**src/rtl/aukv_pkg.sv**
```systemverilog
// Shared decode definitions for the aukv RV32I pipeline: opcodes, ALU operations,
// immediate formats and the ID/EX pipeline register layout.
package aukv_pkg;

  localparam int          XLEN      = 32;
  localparam int          ALU_OP_W  = 4;
  localparam logic [31:0] NOP_INSTR = 32'h0000_0033;

  localparam logic [6:0] OPC_LUI      = 7'h37;
  localparam logic [6:0] OPC_AUIPC    = 7'h17;
  localparam logic [6:0] OPC_JAL      = 7'h6F;
  localparam logic [6:0] OPC_JALR     = 7'h67;
  localparam logic [6:0] OPC_BRANCH   = 7'h63;
  localparam logic [6:0] OPC_LOAD     = 7'h03;
  localparam logic [6:0] OPC_STORE    = 7'h23;
  localparam logic [6:0] OPC_OP_IMM   = 7'h13;
  localparam logic [6:0] OPC_OP       = 7'h33;
  localparam logic [6:0] OPC_MISC_MEM = 7'h0F;
  localparam logic [6:0] OPC_SYSTEM   = 7'h73;

  typedef enum logic [ALU_OP_W-1:0] {
    ALU_ADD    = 4'd0,
    ALU_SUB    = 4'd1,
    ALU_SLL    = 4'd2,
    ALU_SLT    = 4'd3,
    ALU_SLTU   = 4'd4,
    ALU_XOR    = 4'd5,
    ALU_SRL    = 4'd6,
    ALU_SRA    = 4'd7,
    ALU_OR     = 4'd8,
    ALU_AND    = 4'd9,
    ALU_PASS_B = 4'd10
  } alu_op_e;

  typedef enum logic [2:0] {
    FMT_R = 3'd0,
    FMT_I = 3'd1,
    FMT_S = 3'd2,
    FMT_B = 3'd3,
    FMT_U = 3'd4,
    FMT_J = 3'd5
  } imm_fmt_e;

  typedef struct packed {
    logic            valid;
    logic [XLEN-1:0] pc;
    logic [31:0]     instr;
    logic [XLEN-1:0] rs1_data;
    logic [XLEN-1:0] rs2_data;
    logic [XLEN-1:0] imm;
    logic [4:0]      rd_addr;
    logic            rd_we;
    alu_op_e         alu_op;
    logic            src_a_pc;
    logic            src_b_imm;
    logic            mem_rd;
    logic            mem_wr;
    logic [2:0]      mem_size;
    logic            branch;
    logic            jal;
    logic            jalr;
    logic            illegal;
  } idex_t;

  function automatic idex_t idex_bubble();
    idex_t e;
    e       = '0;
    e.instr = NOP_INSTR;
    return e;
  endfunction

  // alt selects SUB for funct3=0 and SRA for funct3=5
  function automatic alu_op_e alu_from_funct(input logic [2:0] f3, input logic alt);
    case (f3)
      3'd0:    return alt ? ALU_SUB : ALU_ADD;
      3'd1:    return ALU_SLL;
      3'd2:    return ALU_SLT;
      3'd3:    return ALU_SLTU;
      3'd4:    return ALU_XOR;
      3'd5:    return alt ? ALU_SRA : ALU_SRL;
      3'd6:    return ALU_OR;
      default: return ALU_AND;
    endcase
  endfunction

endpackage

```
**src/rtl/aukv_imm_gen.sv**
```systemverilog
// Immediate generator: classifies the instruction format from its opcode and
// produces the sign-extended RV32I immediate for it.
module aukv_imm_gen
  import aukv_pkg::*;
(
  input  logic [31:0]     instr,
  output logic [XLEN-1:0] imm,
  output imm_fmt_e        fmt
);

  always_comb begin
    fmt = FMT_I;
    case (instr[6:0])
      OPC_OP:             fmt = FMT_R;
      OPC_STORE:          fmt = FMT_S;
      OPC_BRANCH:         fmt = FMT_B;
      OPC_LUI, OPC_AUIPC: fmt = FMT_U;
      OPC_JAL:            fmt = FMT_J;
      default:            fmt = FMT_I;
    endcase
  end

  always_comb begin
    imm = '0;
    case (fmt)
      FMT_I:   imm = {{20{instr[31]}}, instr[31:20]};
      FMT_S:   imm = {{20{instr[31]}}, instr[31:25], instr[11:7]};
      FMT_B:   imm = {{19{instr[31]}}, instr[31], instr[7], instr[30:25], instr[11:8], 1'b0};
      FMT_U:   imm = {instr[31:12], 12'b0};
      FMT_J:   imm = {{11{instr[31]}}, instr[31], instr[19:12], instr[20], instr[30:21], 1'b0};
      default: imm = '0;
    endcase
  end

endmodule

```
**src/rtl/aukv_decode.sv**
```systemverilog
// RV32I decode stage: register-file read with writeback bypass, control decode,
// load-use hazard detection and the ID/EX pipeline register.
module aukv_decode
  import aukv_pkg::*;
(
  input  logic                i_clk,
  input  logic                i_rstn,
  input  logic [XLEN-1:0]     i_pc,
  input  logic [31:0]         i_instr,
  input  logic                i_instr_valid,
  input  logic                i_stall,
  input  logic                i_flush,
  output logic [4:0]          o_rs1_addr,
  output logic [4:0]          o_rs2_addr,
  input  logic [XLEN-1:0]     i_rs1_data,
  input  logic [XLEN-1:0]     i_rs2_data,
  input  logic                i_wb_we,
  input  logic [4:0]          i_wb_rd,
  input  logic [XLEN-1:0]     i_wb_data,
  output logic                o_hazard_stall,
  output logic                o_valid,
  output logic [XLEN-1:0]     o_pc,
  output logic [31:0]         o_instr,
  output logic [XLEN-1:0]     o_rs1_data,
  output logic [XLEN-1:0]     o_rs2_data,
  output logic [XLEN-1:0]     o_imm,
  output logic [4:0]          o_rd_addr,
  output logic                o_rd_we,
  output logic [ALU_OP_W-1:0] o_alu_op,
  output logic                o_src_a_pc,
  output logic                o_src_b_imm,
  output logic                o_mem_rd,
  output logic                o_mem_wr,
  output logic [2:0]          o_mem_size,
  output logic                o_branch,
  output logic                o_jal,
  output logic                o_jalr,
  output logic                o_illegal
);

  logic [6:0]      opcode;
  logic [2:0]      f3;
  logic [6:0]      f7;
  logic [4:0]      rs1, rs2, rd;
  logic [XLEN-1:0] imm;
  imm_fmt_e        fmt;
  logic            uses_rs1, uses_rs2, load_use;
  logic [XLEN-1:0] rs1_fwd, rs2_fwd;
  idex_t           idex_q, next_entry;

  logic            d_rd_we, d_src_a_pc, d_src_b_imm, d_mem_rd, d_mem_wr;
  logic            d_branch, d_jal, d_jalr, d_illegal;
  logic [2:0]      d_mem_size;
  alu_op_e         d_alu_op;

  assign opcode = i_instr[6:0];
  assign rd     = i_instr[11:7];
  assign f3     = i_instr[14:12];
  assign rs1    = i_instr[19:15];
  assign rs2    = i_instr[24:20];
  assign f7     = i_instr[31:25];

  assign o_rs1_addr = rs1;
  assign o_rs2_addr = rs2;

  aukv_imm_gen u_imm_gen (
    .instr (i_instr),
    .imm   (imm),
    .fmt   (fmt)
  );

  assign uses_rs1 = (fmt != FMT_U) && (fmt != FMT_J);
  assign uses_rs2 = (fmt == FMT_R) || (fmt == FMT_S) || (fmt == FMT_B);

  always_comb begin
    d_rd_we     = 1'b0;
    d_alu_op    = ALU_ADD;
    d_src_a_pc  = 1'b0;
    d_src_b_imm = 1'b0;
    d_mem_rd    = 1'b0;
    d_mem_wr    = 1'b0;
    d_mem_size  = 3'd0;
    d_branch    = 1'b0;
    d_jal       = 1'b0;
    d_jalr      = 1'b0;
    d_illegal   = 1'b0;
    case (opcode)
      OPC_LUI:   begin d_rd_we = 1'b1; d_alu_op = ALU_PASS_B; d_src_b_imm = 1'b1; end
      OPC_AUIPC: begin d_rd_we = 1'b1; d_src_a_pc = 1'b1; d_src_b_imm = 1'b1; end
      OPC_JAL:   begin d_rd_we = 1'b1; d_jal = 1'b1; d_src_a_pc = 1'b1; d_src_b_imm = 1'b1; end
      OPC_JALR:  begin d_rd_we = 1'b1; d_jalr = 1'b1; d_src_b_imm = 1'b1; end
      OPC_BRANCH: begin
        d_branch = 1'b1;
        case (f3)
          3'd0, 3'd1: d_alu_op = ALU_SUB;
          3'd4, 3'd5: d_alu_op = ALU_SLT;
          3'd6, 3'd7: d_alu_op = ALU_SLTU;
          default:    d_illegal = 1'b1;
        endcase
      end
      OPC_LOAD: begin
        d_rd_we     = 1'b1;
        d_mem_rd    = 1'b1;
        d_src_b_imm = 1'b1;
        d_mem_size  = f3;
        d_illegal   = (f3 == 3'd3) || (f3 >= 3'd6);
      end
      OPC_STORE: begin
        d_mem_wr    = 1'b1;
        d_src_b_imm = 1'b1;
        d_mem_size  = f3;
        d_illegal   = (f3 >= 3'd3);
      end
      OPC_OP_IMM: begin
        d_rd_we     = 1'b1;
        d_src_b_imm = 1'b1;
        d_alu_op    = alu_from_funct(f3, (f3 == 3'd5) && f7[5]);
        d_illegal   = ((f3 == 3'd1) && (f7 != 7'h00)) ||
                      ((f3 == 3'd5) && (f7 != 7'h00) && (f7 != 7'h20));
      end
      OPC_OP: begin
        d_rd_we   = 1'b1;
        d_alu_op  = alu_from_funct(f3, f7[5]);
        d_illegal = !((f7 == 7'h00) || ((f7 == 7'h20) && ((f3 == 3'd0) || (f3 == 3'd5))));
      end
      OPC_MISC_MEM, OPC_SYSTEM: ;
      default: d_illegal = 1'b1;
    endcase
    // An illegal instruction must not touch architectural state downstream
    if (d_illegal) begin
      d_rd_we     = 1'b0;
      d_alu_op    = ALU_ADD;
      d_src_a_pc  = 1'b0;
      d_src_b_imm = 1'b0;
      d_mem_rd    = 1'b0;
      d_mem_wr    = 1'b0;
      d_mem_size  = 3'd0;
      d_branch    = 1'b0;
      d_jal       = 1'b0;
      d_jalr      = 1'b0;
    end
    if (rd == 5'd0) d_rd_we = 1'b0;
  end

  assign rs1_fwd = (rs1 == 5'd0) ? '0 :
                   (i_wb_we && (i_wb_rd == rs1)) ? i_wb_data : i_rs1_data;
  assign rs2_fwd = (rs2 == 5'd0) ? '0 :
                   (i_wb_we && (i_wb_rd == rs2)) ? i_wb_data : i_rs2_data;

  assign load_use = idex_q.valid && idex_q.mem_rd && (idex_q.rd_addr != 5'd0) && i_instr_valid &&
                    ((uses_rs1 && (rs1 == idex_q.rd_addr)) || (uses_rs2 && (rs2 == idex_q.rd_addr)));
  assign o_hazard_stall = load_use && !i_stall && !i_flush;

  always_comb begin
    next_entry           = idex_bubble();
    next_entry.valid     = 1'b1;
    next_entry.pc        = i_pc;
    next_entry.instr     = i_instr;
    next_entry.rs1_data  = rs1_fwd;
    next_entry.rs2_data  = rs2_fwd;
    next_entry.imm       = imm;
    next_entry.rd_addr   = rd;
    next_entry.rd_we     = d_rd_we;
    next_entry.alu_op    = d_alu_op;
    next_entry.src_a_pc  = d_src_a_pc;
    next_entry.src_b_imm = d_src_b_imm;
    next_entry.mem_rd    = d_mem_rd;
    next_entry.mem_wr    = d_mem_wr;
    next_entry.mem_size  = d_mem_size;
    next_entry.branch    = d_branch;
    next_entry.jal       = d_jal;
    next_entry.jalr      = d_jalr;
    next_entry.illegal   = d_illegal;
  end

  // Flush beats stall; a load-use hit or an empty fetch slot inserts a bubble
  always_ff @(posedge i_clk or negedge i_rstn) begin
    if (!i_rstn)
      idex_q <= idex_bubble();
    else if (i_flush || (!i_stall && (load_use || !i_instr_valid)))
      idex_q <= idex_bubble();
    else if (!i_stall)
      idex_q <= next_entry;
  end

  assign o_valid     = idex_q.valid;
  assign o_pc        = idex_q.pc;
  assign o_instr     = idex_q.instr;
  assign o_rs1_data  = idex_q.rs1_data;
  assign o_rs2_data  = idex_q.rs2_data;
  assign o_imm       = idex_q.imm;
  assign o_rd_addr   = idex_q.rd_addr;
  assign o_rd_we     = idex_q.rd_we;
  assign o_alu_op    = idex_q.alu_op;
  assign o_src_a_pc  = idex_q.src_a_pc;
  assign o_src_b_imm = idex_q.src_b_imm;
  assign o_mem_rd    = idex_q.mem_rd;
  assign o_mem_wr    = idex_q.mem_wr;
  assign o_mem_size  = idex_q.mem_size;
  assign o_branch    = idex_q.branch;
  assign o_jal       = idex_q.jal;
  assign o_jalr      = idex_q.jalr;
  assign o_illegal   = idex_q.illegal;

endmodule

```
**config.mk**
```make
export PLATFORM = sky130hd
export DESIGN_NAME = aukv_decode
export DESIGN_NICKNAME = d
export VERILOG_FILES = /design/src/rtl/aukv_pkg.sv /design/src/rtl/aukv_imm_gen.sv /design/src/rtl/aukv_decode.sv
export SDC_FILE = /design/constraint.sdc
export NUM_CORES = 1
export LEC_CHECK = 0
export ABC_AREA = 1
export CAP_MARGIN = 20
export CORE_AREA = 4 4 138 140
export DETAILED_ROUTE_END_ITERATION = 16
export DIE_AREA = 0 0 142 144
export DONT_BUFFER_PORTS = 1
export GPL_TIMING_DRIVEN = 0
export PLACE_DENSITY = 0.66
export SYNTH_ARGS = -nofsm -noshare
export SYNTH_HDL_FRONTEND = slang
export SYNTH_SLANG_ARGS = --single-unit
export TNS_END_PERCENT = 50
```
**constraint.sdc**
```tcl
create_clock -name i_clk -period 3 [get_ports i_clk]
set_clock_uncertainty 0.15 [all_clocks]
set_input_delay 0.45 -clock i_clk [delete_from_list [all_inputs] [get_ports i_clk]]
set_output_delay 0.45 -clock i_clk [all_outputs]
set_load 0.005 [all_outputs]
```
==> flow_summary.ini, run 1 <==
[timing]
tightest_slew_ps = 780
whs_ps = -439
fin_crit_sh = 0.936
final_max_slew_viol_count = 0
period_needed_ps = 2810
setup_violations = 0
relSlewSlack = 0.480
rsz0062_at_grt = no
max_freq_ghz = 0.356
fin_setup_tns_ps = 0
hold_viol = 177

[layout]
fillers = 1632
drive_above_1_share = 0.0915
syn_to_final_growth_pct = 13.7
num_antenna_cells = 0
stdcell_area_sq_um = 10300
nNetsFinal = 1384

[flow_run]
maxCapViolations = 0

[global_routing]
grt.busiest_layer = met2
grt_pass1_wl_um = 47200
grt_pass1_vias = 8217
grt_use_met2 = 0.482
grt_overflow_total = 0
gr-usage-met1 = 0.372
track_usage = 0.298
grt_start_max_net_pins = 178
antenna_found_initial = 0
use_met3 = 0.0923

[die]
initial_core_util = 0.509
die_x_um = 142
rows = 49
ios = 364
die-area_sq_um = 20400
die_h_um = 144
fp.coreArea_sq_um = 17800

[routing]
drc = 0
drt_iter0_drc = 670
drt_first_pass_iters = 5
antenna_left = 0
post_drt_via_cell_ratio = 5.94
drt_wl_total_um = 31200
wl_per_cell_um = 21.5
vias = 8632

[pwr]
power_density_nw_per_um2 = 538
max-vdd-ir-drop_v = 0.000366
p_leak_nw = 5.23

[logic_synthesis]
ys_ff_latch = 177
synth_edf_count = 0
syn_area_sq_um = 9090
synthCells = 1168
avgSynthCellArea_sq_um = 7.78
synth_ff_type = dfrtp_1
synthesis.nets = 1341
ys_warn_count = 0
yosysUniqueCellTypes = 33
synth_seq_area_share = 0.488
synthArstFlopShare = 1.00

[clocking]
cts_tree = built
clock_path_buffers = 2
clock_latency_ps = 430
cts_root_buf = clkbuf_16
postCtsHoldBufs = 22
clk_pin_slew_ps = 70
numCtsBuffers = 17
cts_num_sinks = 177
htreeDepth = 4

[worst_setup_path]
cp-start-kind = primary input
cp-end-kind = output pin
max_stage_delay_ps = 200
crit_required_ps = 2400
cp.arrival_ps = 2210
slowest_stage = buf_4
worstPathMaxFanout = 10
critical_path_class = in2out
cpMostUsedCell = nand2_2
path_cells = inv_1, nand2_1, nor2_4, nand2_2, nand3_4, buf_4, ha_1, nor3_1, nand3_1, nand2_2, nand2_2, buf_4, nor3_2

[min_path]
hp-class = in2async

[placed_design]
numPortBuffers = 0
place_area_sq_um = 9370
detailed_place_hpwl_um = 23200
gp_congestion = 0.932

[run_status]
outcome = complete, but fails checks
violations = negative hold slack
layout make-up:
type	count	area (sq um)	area share
buffer	95	449	0.0435
inverter	113	424	0.0411
multi-input combinational	783	3830	0.371
tap	229	287	0.0277
sequential	177	4430	0.429
clock inverter	15	241	0.0234
clock buffer	17	425	0.0412
timing repair buffer	24	235	0.0228
synthesized netlist by cell type, types with 3 or more instances:
library cell | number | area (sq um)
inv_1 | 106 | 398
dfrtp_1 | 173 | 4330
inv_2 | 7 | 26.3
clkbuf_1 | 66 | 248
nor3_1 | 10 | 50.1
o21ai_0 | 183 | 916
a21oi_1 | 9 | 45.0
nand3_2 | 3 | 30.0
o21ai_2 | 11 | 96.3
xor2_1 | 4 | 35.0
or2_2 | 4 | 25.0
buf_4 | 15 | 113
dfstp_2 | 4 | 105
o211ai_1 | 4 | 30.0
nand2_2 | 7 | 43.8
nand2_1 | 230 | 863
buf_2 | 12 | 60.1
nor2_1 | 28 | 105
nand4_1 | 17 | 106
nand3_1 | 250 | 1250
o22ai_1 | 9 | 56.3
per-layer routing:
metal	share of wire	wire, um
met5	0	0
met4	0.036	1110
met3	0.097	3040
met2	0.48	15000
met1	0.39	12000
where the power goes:
part           total [mW]  internal [mW]  switching (mW)
Combinational       0.486          0.161           0.325
Sequential           2.56           2.47          0.0877
Clock                2.51           1.44            1.07
registers in the layout (all words and copies together), names as in the netlist:
register     flops
o_illegal        1
o_jalr           1
o_imm           32
o_src_a_pc       1
o_jal            1
o_valid          1
o_rd_we          1
o_mem_size       3
o_mem_wr         1
o_pc            32
o_branch         1
o_alu_op         4
o_rs2_data      32
o_mem_rd         1
o_instr         32
o_src_b_imm      1
o_rs1_data      32
final timing paths:
path                             start              to  slack, ps  cells past startpoint
min in group i_clk             i_pc[4]         o_pc[4]         10                      2
max                         i_instr[3]  o_hazard_stall        190                     13
min reg2reg                   o_pc[31]        o_pc[31]        390                      2
max reg2reg                o_instr[10]        o_branch        670                     12
min                             i_rstn       o_imm[16]       -440                      0
max in group asynchronous       i_rstn      o_instr[5]       2720                      0
cells by family (layout without fill, tap and decap cells):
| logic type | count (synthesis) | count (layout) | synth area share |
|---|---|---|---|
| AOI/OAI and AO/OA | 222 | 222 | 0.132 |
| DFF | 177 | 177 | 0.488 |
| xor gates and xnor gates | 5 | 5 | 0.00482 |
| adders and majority gates | 2 | 2 | 0.00275 |
| buffers and inverters | 208 | 264 | 0.0954 |
| and+or+nand+nor | 554 | 554 | 0.277 |
per-stage QoR:
stage          std cells  hold WS (ps)   util  power [mW]  setup WS (ps)
3_3_place_gp        1397          9.33  0.525        3.05           -253
3_5_place_dp        1397          9.50  0.525        3.06           -286
6_report            1453          -439  0.579        5.56            193
2_1_floorplan       1168          4.41      -        2.90            286
4_1_cts             1451          -453  0.576        5.57           18.5
5_1_grt             1453          -464  0.579        5.75           16.7
cells in the final DEF (no fill, tap or decap), types with 3 or more instances in the layout:
cell type / instances
xor2_1: 4
inv_1: 106
nand2_2: 10
nor2_4: 3
nand3_1: 249
o21ai_2: 11
o21ai_0: 183
buf_2: 11
bufinv_16: 4
inv_2: 7
dfstp_2: 4
buf_4: 19
a21oi_1: 9
o211ai_1: 4
or2_2: 4
o22ai_1: 9
nand3_2: 3
clkbuf_1: 65
nand4_1: 17
clkbuf_16: 17
dfrtp_1: 173
inv_8: 5
nor2_1: 26
nand2_1: 226
nor3_1: 9
dlygate4sd3_1: 22
repair_timing:
action,CTS,global route
buffers inserted,0,2
pin swaps,0,1
setup endpoints to repair,1,2
hold endpoints to repair,199,177
gates resized for setup,6,10
worst max-delay path: cells and delay by family:
family,cells,cell delay (ps)
simple gates,9,1110
buf+inv,3,430
fa+ha+maj,1,200
Note: power is estimated with default switching activity, not from simulation.
==> run 2, diff against run 1 <==
--- a/config.mk
+++ b/config.mk
@@ -6,7 +6,7 @@
 export NUM_CORES = 1
 export LEC_CHECK = 0
 export ABC_AREA = 1
-export CAP_MARGIN = 20
+export CAP_MARGIN = 5
 export CORE_AREA = 4 4 138 140
 export DETAILED_ROUTE_END_ITERATION = 16
 export DIE_AREA = 0 0 142 144
==> results of run 2 <==
Same layout as run 1: the final DEF is identical, and so are final timing and power.
